File: src/rtl/aes_ctr_packer.sv
// aes_ctr_packer: packs 32-bit plaintext words into 128-bit blocks, each tagged
// with its AES-CTR counter block {nonce, ctr}.
module aes_ctr_packer #(
  parameter int CTR_W = 32
) (
  input  logic               clk,
  input  logic               rst,
  input  logic               start,
  input  logic [127-CTR_W:0] nonce,
  input  logic [CTR_W-1:0]   ctr_init,
  input  logic               in_valid,
  output logic               in_ready,
  input  logic [31:0]        in_word,
  input  logic               in_last,
  output logic               out_valid,
  input  logic               out_ready,
  output logic [127:0]       out_block,
  output logic [127:0]       out_ctr,
  output logic               out_last,
  output logic [2:0]         out_nwords,
  output logic               busy,
  output logic               done,
  output logic               ctr_wrap
);
  typedef enum logic [1:0] {IDLE, FILL, EMIT} state_t;
  state_t r_state, w_next;
  logic [127-CTR_W:0] r_nonce;
  logic [CTR_W-1:0] r_ctr;
  logic [1:0] r_idx;
  logic [127:0] r_block;
  logic [2:0] r_nwords;
  logic r_last, r_wrap;
  logic w_acc, w_fin, w_hand;
  logic [6:0] w_base;
  always_comb begin
    w_acc = r_state == FILL && in_valid;
    w_fin = w_acc && (in_last || r_idx == 2'd3);
    w_hand = r_state == EMIT && out_ready;
    w_base = {~r_idx, 5'd0};
    w_next = r_state;
    if (r_state == IDLE && start) w_next = FILL;
    if (w_fin) w_next = EMIT;
    if (w_hand) w_next = r_last ? IDLE : FILL;
  end
  always_ff @(posedge clk) r_state <= rst ? IDLE : w_next;
  always_ff @(posedge clk) begin
    if (rst) begin
      r_nonce <= '0;
      r_ctr <= '0;
      r_idx <= '0;
      r_block <= '0;
      r_nwords <= '0;
      r_last <= 1'b0;
      r_wrap <= 1'b0;
    end else begin
      if (r_state == IDLE && start) begin
        r_nonce <= nonce;
        r_ctr <= ctr_init;
        r_idx <= '0;
        r_block <= '0;
        r_wrap <= 1'b0;
      end
      if (w_acc) begin
        r_block[w_base +: 32] <= in_word;
        r_idx <= r_idx + 2'd1;
      end
      if (w_fin) begin
        r_nwords <= {1'b0, r_idx} + 3'd1;
        r_last <= in_last;
      end
      // clearing on handoff keeps unfilled slots of the next partial block zero
      if (w_hand) begin
        r_ctr <= r_ctr + {{(CTR_W-1){1'b0}}, 1'b1};
        r_idx <= '0;
        r_block <= '0;
        if (&r_ctr) r_wrap <= 1'b1;
      end
    end
  end
  assign in_ready = r_state == FILL;
  assign out_valid = r_state == EMIT;
  assign busy = r_state != IDLE;
  assign done = w_hand && r_last;
  assign out_block = r_block;
  assign out_ctr = {r_nonce, r_ctr};
  assign out_last = r_last;
  assign out_nwords = r_nwords;
  assign ctr_wrap = r_wrap;
endmodule

File: config.mk
export PLATFORM = sky130hd
export DESIGN_NAME = aes_ctr_packer
export DESIGN_NICKNAME = d
export VERILOG_FILES = /design/src/rtl/aes_ctr_packer.sv
export SDC_FILE = /design/constraint.sdc
export NUM_CORES = 1
export LEC_CHECK = 0
export ABC_AREA = 1
export CORE_MARGIN = 2
export CORE_UTILIZATION = 40
export CTS_CLUSTER_SIZE = 10
export DETAILED_ROUTE_END_ITERATION = 8
export PLACE_DENSITY = 0.74
export SLEW_MARGIN = 0
export SYNTH_ARGS = -nofsm -noshare
export SYNTH_HDL_FRONTEND = slang
export SYNTH_SLANG_ARGS = --single-unit
File: constraint.sdc
create_clock -name clk -period 4.1 [get_ports clk]
set_input_delay 0.82 -clock clk [delete_from_list [all_inputs] [get_ports clk]]
set_output_delay 0.82 -clock clk [all_outputs]
set_load 0.05 [all_outputs]
==> results.toml <==
[cells_and_area]
area_delta_synth_final_pct = 49.0
mostFrequentLayoutCell = "clkdlybuf4s50_1"
fin_cells = 2367
drive_gt1_share_pct = 4.43
design_area_um2 = 16800
nets = 2145
final_cell_mix = "clkdlybuf4s50_1 (429), nor2_1 (376), dfxtp_1 (264), nand2_1 (241)"
nFillCells = 2577

[power]
powerDensity_nw_per_um2 = 426
peakVddDrop_v = 0.000259
p_leak_nw = 6.42

[synth]
synth_edf_count = 0
syn_avg_cell_area_um2 = 7.08
synth_nets = 1765
ys_types = 37
synth_warnings = 0
synthCells = 1593
netlist_area_um2 = 11300
ys_ff_latch = 265
yosysSeqAreaShare_pct = 47.0
ys.flop_type = "dfxtp_1"
async_flop_share_pct = 0

[sta]
min_period_ps = 3090
slew_headroom_pct = 35.8
post-route-period-util_pct = 75.3
drv_slew = 0
max_freq_mhz = 324
rsz0062_at_grt = "false"
fin_setup_tns_ps = 0
finClkSkew_ps = 18.5
worst_pin_slew_ps = 964
setup_viol = 0
hold_viol = 0
hold_ws_ps = 456

[cts]
cts_buffers = 34
cts_tree = "built"
cts_max_level = 2
clock_sinks = 265
holdBufCountCts = 0
post_cts_buffers = 0
cts_resized = 0
clock_latency_ps = 510
clk_path_buf_depth = 3
path_clk_slew_ps = 60
clockRootBuffer = "clkbuf_16"

[die]
start_util_pct = 40.6
placementRows = 61
fp.dieH_um = 172
die_w_um = 172
ios = 431
die-area_um2 = 29600
core_um2 = 27800

[worst_setup_path]
end_kind = "output pin"
r2r_slack_ps = 1480
critical_path_class = "input port to output pin"
path_cells = "clkdlybuf4s50_1, nand3_2, nor2_1, buf_4"
critical_path_arrival_ps = 2270
crit_path_start_kind = "input port"
crit_required_ps = 3280
cpPeakStageDelay_ps = 470
cp_max_fo = 12
critPathSlowestCell = "clkdlybuf4s50_1"

[routing]
routed_wl_um = 44400
vias = 12200
ant_nets = 0
drtIter0Drc = 742
vias_per_cell = 5.14
wl_per_cell_um = 18.8
first_pass_iters = 5
remaining_drc_errors = 0

[outcome]
outcome = "finished clean"

[placed_design]
port_buffers = 430
hpwl_um = 31400
dp.cells = 2315
gp_congestion = 0.931
placed_area_um2 = 15800

[grt]
antenna_found_initial = 7
grt-ovfl-total = 0
grt_usage_pct = 28.6
first_global_vias = 11600
grt_max_degree = 107
grt_pass1_wl_um = 65300

[min_path]
min-delay-path-class = "register to register"

[job]
maxCapViolations = 0
[metrics by stage]
step	power, mW	utilization, %	worst slack (ps)
floorplan	3.76	-	1440
global placement	4.36	56.8	1090
detailed placement	4.38	56.8	1040
CTS	7.21	60.5	1010
global route	7.41	60.5	960
finish	7.16	60.5	1010
[state kept, by name, summed over array words and instances (netlist names)]
signal	flops
out_nwords	3
r_nonce	96
ctr_wrap	1
r_state	2
r_idx	2
out_block	128
r_ctr	32
out_last	1
[kinds of logic (layout without fill, tap and decap cells)]
group / Yosys count / count (layout) / synth area share (%)
and+or+nand+nor: 784 / 784 / 28.5
AOI/OAI and AO/OA: 284 / 284 / 14.5
DFF: 265 / 265 / 47.0
buffers and inverters: 251 / 644 / 9.15
adders and majority gates: 6 / 6 / 0.665
xor gates and xnor gates: 3 / 3 / 0.233
other: 0 / 3 / 0
[synth_stat cells (3+ instances only)]
library cell / number / area share (%)
buf_2: 51 / 2.3
inv_1: 141 / 4.7
a31oi_1: 8 / 0.44
dfxtp_1: 265 / 47
clkbuf_1: 45 / 1.5
nand2_2: 5 / 0.28
nor2_2: 3 / 0.17
buf_1: 3 / 0.10
nor2_1: 377 / 13
nand3_1: 140 / 6.2
buf_4: 7 / 0.47
nand2_1: 241 / 8.0
xor2_1: 3 / 0.23
a21oi_1: 101 / 4.5
a22oi_1: 34 / 2.3
ha_1: 6 / 0.67
a32oi_1: 21 / 1.6
inv_2: 4 / 0.13
o21ai_0: 111 / 4.9
nand4_1: 5 / 0.28
[layout make-up]
class                   instances  area [µm²]  area share, %
diodes                          3        7.51         0.0447
multi-input cells            1077        4960           29.5
clock buffers                  43         936           5.57
flip-flops and latches        265        5310           31.6
repair buffers                450        4480           26.6
inverters                     145         547           3.25
clock inverters                 6        98.8          0.588
well taps                     378         473           2.81
[power by group]
group | internal (mW) | switching [mW]
sequential | 2.72 | 0.108
clock | 1.73 | 1.11
combinational | 0.503 | 0.997
[path summary, 6_finish.rpt]
| check | startpoint | end | depth (start not counted) |
|---|---|---|---|
| setup / recovery | out_ready | done | 4 |
| hold / removal | r_idx[0] | out_nwords[0] | 1 |
| hold reg to reg | r_idx[0] | out_nwords[0] | 1 |
| setup reg to reg | r_state[1] | r_nonce[70] | 6 |
[worst max-delay path, delay by kind of cell]
kind / cells / cell delay [ps]
buf+inv: 2 / 730
simple gates: 2 / 710
[layer usage]
layer	up-vias	track usage, %	routed length (µm)
li1	5881	-	-
met3	111	10.7	4630
met5	-	0	36
met4	6	12.4	2000
met1	5669	31.9	17100
met2	491	48.8	20700
No activity file was read; power rests on OpenSTA's default activity.
